==> src/rtl/sat_counter.sv <==
// Saturating up-counter with synchronous clear; clear beats increment.
module sat_counter #(
    parameter int CNT_W = 16
) (
    input  logic             clk,
    input  logic             srst,
    input  logic             inc,
    input  logic             clr,
    output logic [CNT_W-1:0] q
);

    logic [CNT_W-1:0] q_reg;

    always_ff @(posedge clk) begin
        if (srst || clr) begin
            q_reg <= '0;
        end else if (inc && (q_reg != {CNT_W{1'b1}})) begin
            q_reg <= q_reg + 1'b1;
        end
    end

    assign q = q_reg;

endmodule

==> config.mk <==
export PLATFORM = sky130hd
export DESIGN_NAME = sat_counter
export DESIGN_NICKNAME = d
export VERILOG_FILES = /design/src/rtl/sat_counter.sv
export SDC_FILE = /design/constraint.sdc
export NUM_CORES = 1
export LEC_CHECK = 0
export ABC_AREA = 1
export BUFFER_PORTS_ARGS = -buffer_cell sky130_fd_sc_hd__clkbuf_2
export CORE_ASPECT_RATIO = 1.25
export CORE_MARGIN = 2
export CORE_UTILIZATION = 52
export DETAILED_ROUTE_END_ITERATION = 16
export PLACE_DENSITY_LB_ADDON = 0.12
export SLEW_MARGIN = 20
export SYNTH_ARGS = -nofsm -noshare
export SYNTH_HDL_FRONTEND = slang
export SYNTH_SLANG_ARGS = --single-unit
export TNS_END_PERCENT = 50
==> constraint.sdc <==
create_clock -name clk -period 1.5 [get_ports clk]
set_input_delay 0.15 -clock clk [delete_from_list [all_inputs] [get_ports clk]]
set_output_delay 0.15 -clock clk [all_outputs]
set_load 0.01 [all_outputs]
; After elaboration in Yosys (flattened, before gate mapping)
; Cells that the tools add are included.
[classes]
reduce_logical = 2
eq_ne = 1
addsub = 1
[op_table]
columns = cell, count
row1 = "adder 16 x 1 -> 16 bit, second input constant", 1
row2 = "inequality test 16 bit, second input constant", 1
row3 = logical AND 1 bit, 1
row4 = logical OR 1 bit, 1
[totals]
reg_bits = 16
word_cells = 5
output_inout_bits = 16

; Longest topological paths before layout
; Gate-level depths: netlist (run 1).
[logic_depth]
depth_word = 2
mapped_depth = 9

; Worst setup path before layout (run 1)
; Ideal clock, no wire load.
[synth_path]
path_kind = register -> register
startpoint = register q_reg[1], in the netlist q[1]
endpoint = register q_reg[13], in the netlist q[13]
synth_period_minus_slack_ps = 1408
stages_incl_launch_ff = 8
setup_slack_ps = 92
setup_time_ps = 115
required_ps = 1385
t_arrival_ps = 1293
path_cell_list = dfxtp_1 -> ha_1 -> nand2_1 -> nor2_2 -> nand4_2 -> buf_6 -> a21oi_1 -> nor2_1
[synth_between]
elab_chain_cells = 2
elab_cells_between_ends = 3
[synth_rtl]
columns = element, line
row1 = from (decl), 12  ; logic [CNT_W-1:0] q_reg;
row2 = from (signal assigned), 18  ; q_reg <= q_reg + 1'b1;
row3 = branches (longest 2 deep; another with adder 16 x 1 -> 16 bit), --
; Several ways; the timed one is not identified.
; A chain may end at the register's enable or synchronous reset.

; Worst setup path after layout (run 1)
[layout_path]
startpoint = register q_reg[0], in the netlist q[0]
endpoint = register q_reg[11], in the netlist q[11]
; The elaborated chain is that of the path after synthesis.

==> impl_results.md, run 1 <==
* CTS max path bufs at 2
* Synth Cell Area at 951 um^2
* Remaining DRCs at 0
* Worst Hold Class: primary input to register
* WP depth at 7
* Skew-Pair Late Insertion Delay at 0.30 ns
* DP HPWL at 1590 um
* Slew @ Worst Pin at 0.220 ns
* Minimum clock period at 1.38 ns
* Number of max-cap violations at 0
* Post-CTS Setup Bufs at 0
* Critical Path AT at 1.61 ns
* Overall routed net length at 2080 um
* Post-synthesis cell count at 149
* Peak VDD IR at 523 uV
* Critical path class: register to register
* Chip height at 51.8 um
* Reg2Reg Launch Point: q[0]
* Clk network pwr share at 38.4%
* Sequential fraction of the synthesis area at 33.7%
* Max Clock Freq at 725 MHz
* Post-Synth XOR/XNOR Area at 0%
* Multi-input gate area at 588 um^2
* Combinational Power Share at 5.9%
* IO Count at 20
* Clock slew at reported path FFs at 0.10 ns
* Final Total Pwr at 769 uW
* Crit path capture type: register
* Antenna violations before repair at 0
* Placer Congestion at 0.856
* EDFF count, synth at 0
* Std-Cell Rows at 17
* Max Clock Skew at 0.00278 ns
* Int Power at 593 uW
* Area Overhead vs Synth at 20.7%
* Reg-to-Reg End: q[11]
* Clk sinks at 16
* Detailed Routing Iterations Pass 1 at 4
* Vias in the first global route at 898
* Period Utilization, post-route at 91.9%
* DR iter-0 viols at 21
* YS warnings at 0
* Net switching power at 176 uW
* Nets at 180
* CTS root buf: clkbuf_4
* Reg2reg path depth at 7
* Hold Path Stages at 4
* PwrDens at 671 nW/um^2
* RSZ-0062 raised after global routing: no
* Worst EP required at 1.73 ns
* Worst path max stage delay at 0.35 ns
* Crit. Startpoint: q[0]
* Cts bufs inserted at 3
* Max-slew headroom at 85.2%
* Post-route ant nets at 0
* Unique cell type count in the Yosys netlist at 21
* Core area at 1740 um^2
* Htree depth at 1
* First-pass GRT wire length at 3650 um
* Post-Route Utilization at 65.8%
* Routed via count at 1008
* Hold Slack at 0.267 ns
* Via density per instance at 5.22
* Mux contribution to synthesized area at 0%
* FILL cells at 164
* Register Area at 322 um^2
* Simple-gate area share of the yosys netlist at 49.5%
* CTS tree: yes
* Worst setup endpoint: q[11]
* Synth Flop Type: dfxtp_1
* Largest family of logic cells by synthesized area: simple AND/OR/NAND/NOR gates
* Compound-Gate Fraction of Synth Area at 8.03%
* Syn Nets at 154
* Die Area at 2190 um^2
* Cell Chain, Critical Path: ha_1 -> nand2_1 -> nor2_4 -> nand2_2 -> o21ai_2 -> nand2_1 -> a21boi_1
* P_leak at 0.472 nW
* Syn Area/Cell at 6.38 um^2
* Post-synth ARST share at 0%
* Starting density of the core at 54.5%
* Largest net degree at the start of global routing at 17
* Die width at 42.3 um
* Max FFs per register at 16
* Crit-path most repeated cell: nand2_1
* Ant diodes at 0
* Crit path max-delay cell type: dfxtp_1
* CP Max Fanout at 3
* GRT Overall Usage at 21.7%
* Setup violators final at 0
* Remaining global-route overflow at 0
* R2R Setup Slk at 0.12 ns
* Crit path max-delay family: simple AND/OR/NAND/NOR gates
* Hold Fails Final Rpt at 0
* Critical Path Source Type: register
* Share of layout cells above drive strength 1 at 25.9%
* Wire per inst at 10.8 um
* Worst Path Buf+Inv at 0
* Sequential share of power at 55.7%
* TNS Setup at 0 ns
* Final Slew Violations at 0
* Run status: finished, final reports clean
* Switching Fraction at 22.9%
* #FFs+latches synth at 16
* Adder-cell share of the synthesized area at 1.32%
* Port Buffers at 19
cell usage in the layout (no fill, tap or decap), drive strengths merged:
cell / n
buf: 4
o21ai: 4
clkinv: 1
nor2: 41
nand2: 42
ha: 1
clkbuf: 23
a21oi: 9
nand4: 4
dfxtp: 16
nand3: 14
nor3: 1
inv: 13
a21boi: 1
synthesized netlist by cell type, types with 3 or more instances:
| cell type | instances | area share [%] |
|---|---|---|
| o21ai_0 | 3 | 1.6 |
| nand3_1 | 14 | 7.4 |
| nor2_1 | 34 | 13 |
| nor2_2 | 3 | 2.0 |
| a21oi_1 | 9 | 4.7 |
| nand2_2 | 3 | 2.0 |
| nor2_4 | 4 | 4.7 |
| nand2_1 | 38 | 15 |
| nand4_1 | 3 | 2.0 |
| inv_1 | 12 | 4.7 |
| dfxtp_1 | 16 | 34 |
worst min-delay path by stage:
stage	startpoint	endpoint
after floorplan	inc	q[11]
after CTS	inc	q[11]
after global placement	q[15]	q[15]
final	inc	q[11]
after global routing	inc	q[11]
after detailed placement	q[15]	q[15]
worst register-to-register path: stages (launching register included):
cell      delay (ns)
dfxtp_1         0.35
ha_1            0.19
nand2_1         0.11
nor2_4          0.14
nand2_2         0.10
o21ai_2         0.20
nand2_1         0.07
a21boi_1        0.15
power groups by stage:
stage	registers [mW]	logic (mW)	clock network (mW)
2_1_floorplan	0.441	0.0240	0
6_report	0.428	0.0455	0.296
3_3_place_gp	0.438	0.0428	0
3_5_place_dp	0.438	0.0447	0
5_1_grt	0.429	0.0513	0.319
4_1_cts	0.428	0.0448	0.303
kinds of logic after synthesis:
kind of cell,Yosys count
and+or+nand+nor,102
buffers and inverters,16
adders and majority gates,1
AOI/OAI and AO/OA,14
DFF,16
stage by stage:
stage	instance area [um^2]	instances	worst slack, ns
finish	1150	193	0.121
global route	1150	193	0.000521
CTS	1120	193	0.0370
detailed placement	1080	189	0.0572
global placement	1080	189	0.121
floorplan	951	149	0.0921
repair_timing:
item                       in CTS  in global routing
setup endpoints to repair       0                  7
gates resized for setup         0                  7
hold buffers                    0                  0
layout make-up:
cell class,instances,area share (%)
Sequential cell,16,28.0
Clock buffer,4,3.16
Inverter,14,4.58
Timing Repair Buffer,23,10.9
Tap cell,19,2.07
Multi-Input combinational cell,117,51.3
per-layer routing:
metal	global-route usage [%]	part of all wire (%)
met5	0	0
met2	36.7	50
met3	2.08	4.3
met4	13.0	2.1
met1	26.6	43
Note: power is estimated with default switching activity, not from simulation.
==> run 2, diff against run 1 <==
--- a/config.mk
+++ b/config.mk
@@ -5,14 +5,13 @@
 export SDC_FILE = /design/constraint.sdc
 export NUM_CORES = 1
 export LEC_CHECK = 0
-export ABC_AREA = 1
+export ABC_AREA = 0
 export BUFFER_PORTS_ARGS = -buffer_cell sky130_fd_sc_hd__clkbuf_2
 export CORE_ASPECT_RATIO = 1.25
 export CORE_MARGIN = 2
-export CORE_UTILIZATION = 52
+export CORE_UTILIZATION = 51
 export DETAILED_ROUTE_END_ITERATION = 16
 export PLACE_DENSITY_LB_ADDON = 0.12
-export SLEW_MARGIN = 20
 export SYNTH_ARGS = -nofsm -noshare
 export SYNTH_HDL_FRONTEND = slang
 export SYNTH_SLANG_ARGS = --single-unit
==> run 2 against run 1 <==
The run now ends with negative setup slack left. Synthesized cell count decreased by 36%. Final area increased by 17%. Routed wire length is 17% higher. Clock-buffer cell count did not move. Via count is 3.6% lower. Register-to-register slack got worse by 0.18 ns. Clock power about the same. Critical path type unchanged. Largest cell class unchanged.
==> impl_results.md, run 2 <==
* Dpl ws at -0.0905 ns (-0.148 ns)
* Wire per inst at 15.1 um (+40%)
* Skew-Pair Late Insertion Delay at 0.29 ns (about the same)
* Antenna violations before repair at 0 (unchanged)
* Overall routed net length at 2430 um (+17%)
* Hold buffer count at CTS at 0 (unchanged)
* Syn Area/Cell at 8.92 um^2 (+40%)
* TNS Setup at -0.287 ns (-0.287 ns)
* Ant diodes at 0 (unchanged)
* Sequential fraction of the synthesis area at 37.8% (+4.1 points)
* Port Buffers at 19 (unchanged)
* Final Slew Violations at 0 (unchanged)
* Multi-input gate area at 602 um^2 (+2.3%)
* Vias in the first global route at 904 (+0.67%)
* Synth area leaders: dfxtp_1, a21oi_1, a41o_1, and4_1, nand4_1
* Commonest non-fill, non-tap cells in the layout: buf_4, clkbuf_2, dfxtp_4
* Number of max-cap violations at 0 (unchanged)
* Crit path max-delay cell type: dfxtp_4
* Worst path max stage delay at 0.40 ns (+0.05 ns)
* Crit. Startpoint: q[10]
* Unique cell type count in the Yosys netlist at 30 (+43%)
* CTS tree: yes
* CTS root buf: clkbuf_4
* Starting density of the core at 54.2% (-0.27 points)
* Crit path capture type: register
* Post-synthesis cell count at 95 (-36%)
* Largest net degree at the start of global routing at 16 (-1)
* Final WS setup at -0.0559 ns (-0.177 ns)
* RSZ-0062 raised after global routing: yes
* FILL cells at 80 (-51%)
* #FFs+latches synth at 16 (unchanged)
* Cell Chain, Critical Path: nand4_1 -> buf_4 -> o41ai_4 -> xor2_1 -> nor2_1
* Synth Flop Type: dfxtp_1
* Max FFs per register at 16 (unchanged)
* Reg2Reg Launch Point: q[10]
* Synth Cell Area at 847 um^2 (-11%)
* Hold Fails Final Rpt at 0 (unchanged)
* Minimum clock period at 1.56 ns (+0.177 ns)
* Failing checks: negative setup slack
* Area Overhead vs Synth at 58.0%
* Post-Route Utilization at 85.7% (+20 points)
* Max Clock Freq at 643 MHz (-11%)
* Remaining global-route overflow at 0 (unchanged)
* Synth top area share at 37.8% (+4.1 points)
* Fin cells at 161 (-17%)
* Die Area at 2000 um^2 (-8.4%)
* Share of layout cells above drive strength 1 at 57.3% (+31 points)
* Max Clock Skew at 0.00629 ns (+0.00351 ns)
* Final Total Pwr at 753 uW (-2.1%)
* Clock slew at reported path FFs at 0.10 ns (about the same)
* Htree depth at 1 (unchanged)
* Syn Nets at 100 (-35%)
* PwrDens at 563 nW/um^2 (-16%)
* Routed via count at 972 (-3.6%)
* Std-Cell Rows at 16 (-1)
* Clk sinks at 16 (unchanged)
* Nets at 149 (-17%)
* Most common library cells after synthesis: dfxtp_1, a21oi_1, nor2_1
* Max-slew headroom at 72.1% (-13 points)
* DR iter-0 viols at 21 (unchanged)
* Reg2reg path depth at 5 (-2)
* Remaining DRCs at 0 (unchanged)
* Placer Congestion at 0.787 (-8.1%)
* Worst Hold Class: primary input to register
* Reg-to-Reg End: q[0]
* Period Utilization, post-route at 104% (+12 points)
* Setup violators final at 11 (+11)
* Critical Path Source Type: register
* Area leader, netlist: dfxtp_1
* Run status: finished, violations left
* Core area at 1560 um^2 (-10%)
* Detailed Routing Iterations Pass 1 at 4 (unchanged)
* First-pass GRT wire length at 3880 um (+6.4%)
* Die width at 40.5 um (-4.3%)
* Post-route ant nets at 0 (unchanged)
* CP Max Fanout at 8 (+5)
* Worst EP required at 1.69 ns (-0.04 ns)
* Peak VDD IR at 620 uV (+19%)
* Cts bufs inserted at 3 (unchanged)
* GRT Overall Usage at 27.2% (+5.5 points)
* R2R Setup Slk at -0.06 ns (-0.18 ns)
* Hold Slack at 0.166 ns (-0.101 ns)
* Slew @ Worst Pin at 0.417 ns (+0.197 ns)
* Chip height at 49.6 um (-4.3%)
* Design area at 1340 um^2 (+17%)
* Worst setup endpoint: q[0]
* DP Area at 1180 um^2 (+9.1%)
* Register Area at 362 um^2 (+12%)
* Critical path class: register to register
* Critical Path AT at 1.74 ns (+0.13 ns)
* Post-synth ARST share at 0% (unchanged)
* IO Count at 20 (unchanged)
* Most common cell in the netlist: dfxtp_1
* Placed Cells at 151 (-20%)
* DP HPWL at 1710 um (+7.6%)
* CTS max path bufs at 2 (unchanged)
* Most common cell after layout, fill and taps aside: buf_4
* YS warnings at 0 (unchanged)
* P_leak at 0.594 nW (+26%)
* EDFF count, synth at 0 (unchanged)
* Via density per instance at 6.04 (+16%)
-- run 2: cell count changes after synthesis, moves of 4 or more --
| cell | delta |
|---|---|
| and4_1 | +4 |
| or3_1 | +5 |
| nor2_4 | -4 |
| a41o_1 | +4 |
| nand3_1 | -9 |
| nor2_1 | -27 |
| inv_1 | -11 |
| nand2_1 | -32 |
-- run 2: cell type report --
type	count	share of cell area (%)
Tap cell	18	1.68
Sequential cell	16	27.0
Timing Repair Buffer	47	23.4
Inverter	1	0.280
Multi-Input combinational cell	75	45.0
Clock buffer	4	2.71
-- run 2: cells by family after synthesis --
| family | share of synthesized area [%] |
|---|---|
| simple gates | 33.8 |
| compound gates | 21.9 |
| flops | 37.8 |
| buf+inv | 1.92 |
| xor+xnor | 3.10 |
| fa+ha+maj | 1.48 |
-- run 2: worst min-delay path by stage --
stage                     start    end  cells after the start
after floorplan             inc   q[1]                      2
after global placement     srst  q[12]                      3
after detailed placement   srst  q[12]                      3
after CTS                  srst  q[12]                      3
after global routing       srst  q[12]                      3
final                      srst  q[12]                      3
-- run 2: timing repair --
action	CTS	global route
endpoints found under the setup margin	13	15
pin swaps	6	5
hold endpoints to repair	0	0
resized for setup	8	17
buffers inserted	4	2
-- run 2: power by group --
group	internal (mW)	switching [mW]	leakage [nW]
combinational	0.0187	0.0234	0.434
sequential	0.410	0.00225	0.139
clock	0.148	0.151	0.0210
-- run 2: metal layers --
layer | track usage [%] | wire [um] | vias to the layer above | share of wire [%]
met3 | 3.15 | 65 | 7 | 2.7
met4 | 13.9 | 46 | 0 | 1.9
met2 | 46.3 | 1300 | 25 | 54
met5 | 0 | 0 | - | 0
met1 | 31.0 | 1020 | 466 | 42
li1 | - | - | 474 | -
-- run 2: critical path, delay by kind of cell (launching register included) --
| kind | cells | cell delay (ns) |
|---|---|---|
| compound gates | 1 | 0.35 |
| buf+inv | 1 | 0.23 |
| flops | 1 | 0.40 |
| xor+xnor | 1 | 0.19 |
| simple gates | 2 | 0.29 |
==> run 3, diff against run 2 <==
--- a/config.mk
+++ b/config.mk
@@ -11,7 +11,9 @@
 export CORE_MARGIN = 2
 export CORE_UTILIZATION = 51
 export DETAILED_ROUTE_END_ITERATION = 16
+export MAX_ROUTING_LAYER = met4
 export PLACE_DENSITY_LB_ADDON = 0.12
+export SLEW_MARGIN = 20
 export SYNTH_ARGS = -nofsm -noshare
 export SYNTH_HDL_FRONTEND = slang
 export SYNTH_SLANG_ARGS = --single-unit
==> run 3 against run 2 <==
Largest power group unchanged. Sequential power hardly changed. Core utilization unchanged. Largest cell class unchanged. Final area did not move. Sequential cell count is the same. Global-route usage increased by 0.67 points. Critical path type unchanged. Critical endpoint unchanged. The flow still finishes with violations (negative setup slack).
==> impl_results.md, run 3 (synthesis gave the netlist of run 2 again) <==
* Vias in the first global route at 904 (unchanged)
* CTS tree: yes
* Period Utilization, post-route at 102% (-1.4 points)
* DP Area at 1180 um^2 (unchanged)
* Worst EP required at 1.69 ns (about the same)
* Peak VDD IR at 619 uV (about the same)
* CTS root buf: clkbuf_4
* Remaining global-route overflow at 0 (unchanged)
* Setup violators final at 9 (-2)
* Crit path max-delay cell type: dfxtp_4
* TNS Setup at -0.193 ns (+0.0943 ns)
* PwrDens at 563 nW/um^2 (about the same)
* Crit. Startpoint: q[10]
* Die width at 40.5 um (unchanged)
* RSZ-0062 raised after global routing: yes
* Skew-Pair Late Insertion Delay at 0.30 ns (about the same)
* Wire per inst at 15.1 um (-0.21%)
* Worst path max stage delay at 0.40 ns (about the same)
* Routed via count at 968 (-0.41%)
* Switching Fraction at 23.4% (+0.024 points)
* Clock slew at reported path FFs at 0.11 ns (about the same)
* Failing checks: negative setup slack
* Overall routed net length at 2420 um (-0.21%)
* Largest net degree at the start of global routing at 16 (unchanged)
* Clk network pwr share at 39.7% (about the same)
* Clk sinks at 16 (unchanged)
* Int Power at 577 uW (about the same)
* Cts bufs inserted at 3 (unchanged)
* Most common cell after layout, fill and taps aside: buf_4
* Critical Path Source Type: register
* Via density per instance at 6.01 (-0.41%)
* Std-Cell Rows at 16 (unchanged)
* Hold Slack at 0.166 ns (+0.0000510 ns)
* Chip height at 49.6 um (unchanged)
* Final WS setup at -0.0356 ns (+0.0203 ns)
* Hold Fails Final Rpt at 0 (unchanged)
* Reg2reg path depth at 5 (unchanged)
* Detailed Routing Iterations Pass 1 at 4 (unchanged)
* Cell Chain, Critical Path: nand4_1 -> buf_4 -> o41ai_4 -> xor2_1 -> nor2_1
* Post-route ant nets at 0 (unchanged)
* Nets at 149 (unchanged)
* Commonest non-fill, non-tap cells in the layout: buf_4, clkbuf_2, dfxtp_4
* Minimum clock period at 1.54 ns (-0.0203 ns)
* Combinational Power Share at 5.6% (about the same)
* Number of max-cap violations at 0 (unchanged)
* Port Buffers at 19 (unchanged)
* First-pass GRT wire length at 3880 um (unchanged)
* Core area at 1560 um^2 (unchanged)
* R2R Setup Slk at -0.04 ns (+0.02 ns)
* Sequential share of power at 54.7% (about the same)
* Die Area at 2000 um^2 (unchanged)
* Share of layout cells above drive strength 1 at 57.3% (unchanged)
* Ant diodes at 0 (unchanged)
* Max FFs per register at 16 (unchanged)
* Worst setup endpoint: q[0]
* Placer Congestion at 0.797 (+1.4%)
* DR iter-0 viols at 20 (-4.8%)
* Antenna violations before repair at 0 (unchanged)
* Post-Route Utilization at 85.7% (unchanged)
* GRT Overall Usage at 27.9% (+0.67 points)
* Net switching power at 177 uW (+0.13%)
* DP HPWL at 1710 um (unchanged)
* Slew @ Worst Pin at 0.394 ns (-0.0228 ns)
* Top Layer Used: met4
* Run status: finished, violations left
* Reg2Reg Launch Point: q[10]
* Final Slew Violations at 0 (unchanged)
* IO Count at 20 (unchanged)
* Max-slew headroom at 73.5% (+1.4 points)
* Starting density of the core at 54.2% (unchanged)
* Hold buffer count at CTS at 0 (unchanged)
* Htree depth at 1 (unchanged)
* Area Overhead vs Synth at 58.0% (unchanged)
* Remaining DRCs at 0 (unchanged)
* Critical path class: register to register
* WL met2 at 1300 um (about the same)
* Design area at 1340 um^2 (unchanged)
* Max Clock Freq at 651 MHz (+1.3%)
* Crit path capture type: register
* Routed wl met3 at 65 um (unchanged)
* P_leak at 0.594 nW (unchanged)
* Critical Path AT at 1.72 ns (-0.02 ns)
* Reg-to-Reg End: q[0]
* M1 WL at 1010 um (-0.49%)
* Max Clock Skew at 0.00687 ns (+0.000586 ns)
* CP Max Fanout at 8 (unchanged)
* Worst Hold Class: primary input to register
* CTS max path bufs at 2 (unchanged)
run 3: area by class of cell:
cell class | count | area, um^2
clock buffer | 4 | 36.3
sequential | 16 | 362
multi-input combinational | 75 | 602
tap | 18 | 22.5
timing repair buffer | 47 | 313
inverter | 1 | 3.75
fill | 80 | 223
run 3: power groups by stage:
stage / Sequential, mW / Clock [mW] / Combinational (mW)
6_report: 0.413 / 0.299 / 0.0418
5_1_grt: 0.413 / 0.315 / 0.0458
4_1_cts: 0.420 / 0.300 / 0.0396
3_5_place_dp: 0.434 / 0 / 0.0384
3_3_place_gp: 0.434 / 0 / 0.0377
2_1_floorplan: 0.436 / 0 / 0.0175
run 3: per-stage QoR:
stage | instances | setup slack (ns) | power (mW)
2_1_floorplan | 95 | -0.0458 | 0.453
3_3_place_gp | 151 | -0.0161 | 0.472
3_5_place_dp | 151 | -0.0905 | 0.472
4_1_cts | 159 | -0.0364 | 0.759
5_1_grt | 161 | -0.0886 | 0.773
6_report | 161 | -0.0356 | 0.754
run 3: worst min-delay path by stage:
stage / start / endpoint / slack (ns) / depth (start not counted)
2_1_floorplan: inc / q[1] / 0.30 / 2
3_3_place_gp: srst / q[12] / 0.47 / 3
3_5_place_dp: srst / q[12] / 0.47 / 3
6_report: srst / q[12] / 0.17 / 3
4_1_cts: srst / q[12] / 0.17 / 3
5_1_grt: srst / q[12] / 0.17 / 3
run 3: critical path: cells and delay by family (launching register included):
kind	cells	cell delay (ns)
XOR/XNOR	1	0.19
AO/OA/AOI/OAI	1	0.34
flip-flops	1	0.40
AND/OR/NAND/NOR	2	0.29
buffers and inverters	1	0.22
run 3: per-layer routing:
metal	vias up	GRT usage, %
met1	462	31.0
met3	7	3.15
met5	-	-
li1	474	-
met4	0	13.9
met2	25	46.3
run 3: timing repair:
item | 4_1_cts | 5_1_grt
setup endpoints to repair | 13 | 15
gates resized for setup | 8 | 17
pin swaps | 6 | 5
buffers inserted | 4 | 2
cloned | 0 | 0
endpoints found under the hold margin | 0 | 0
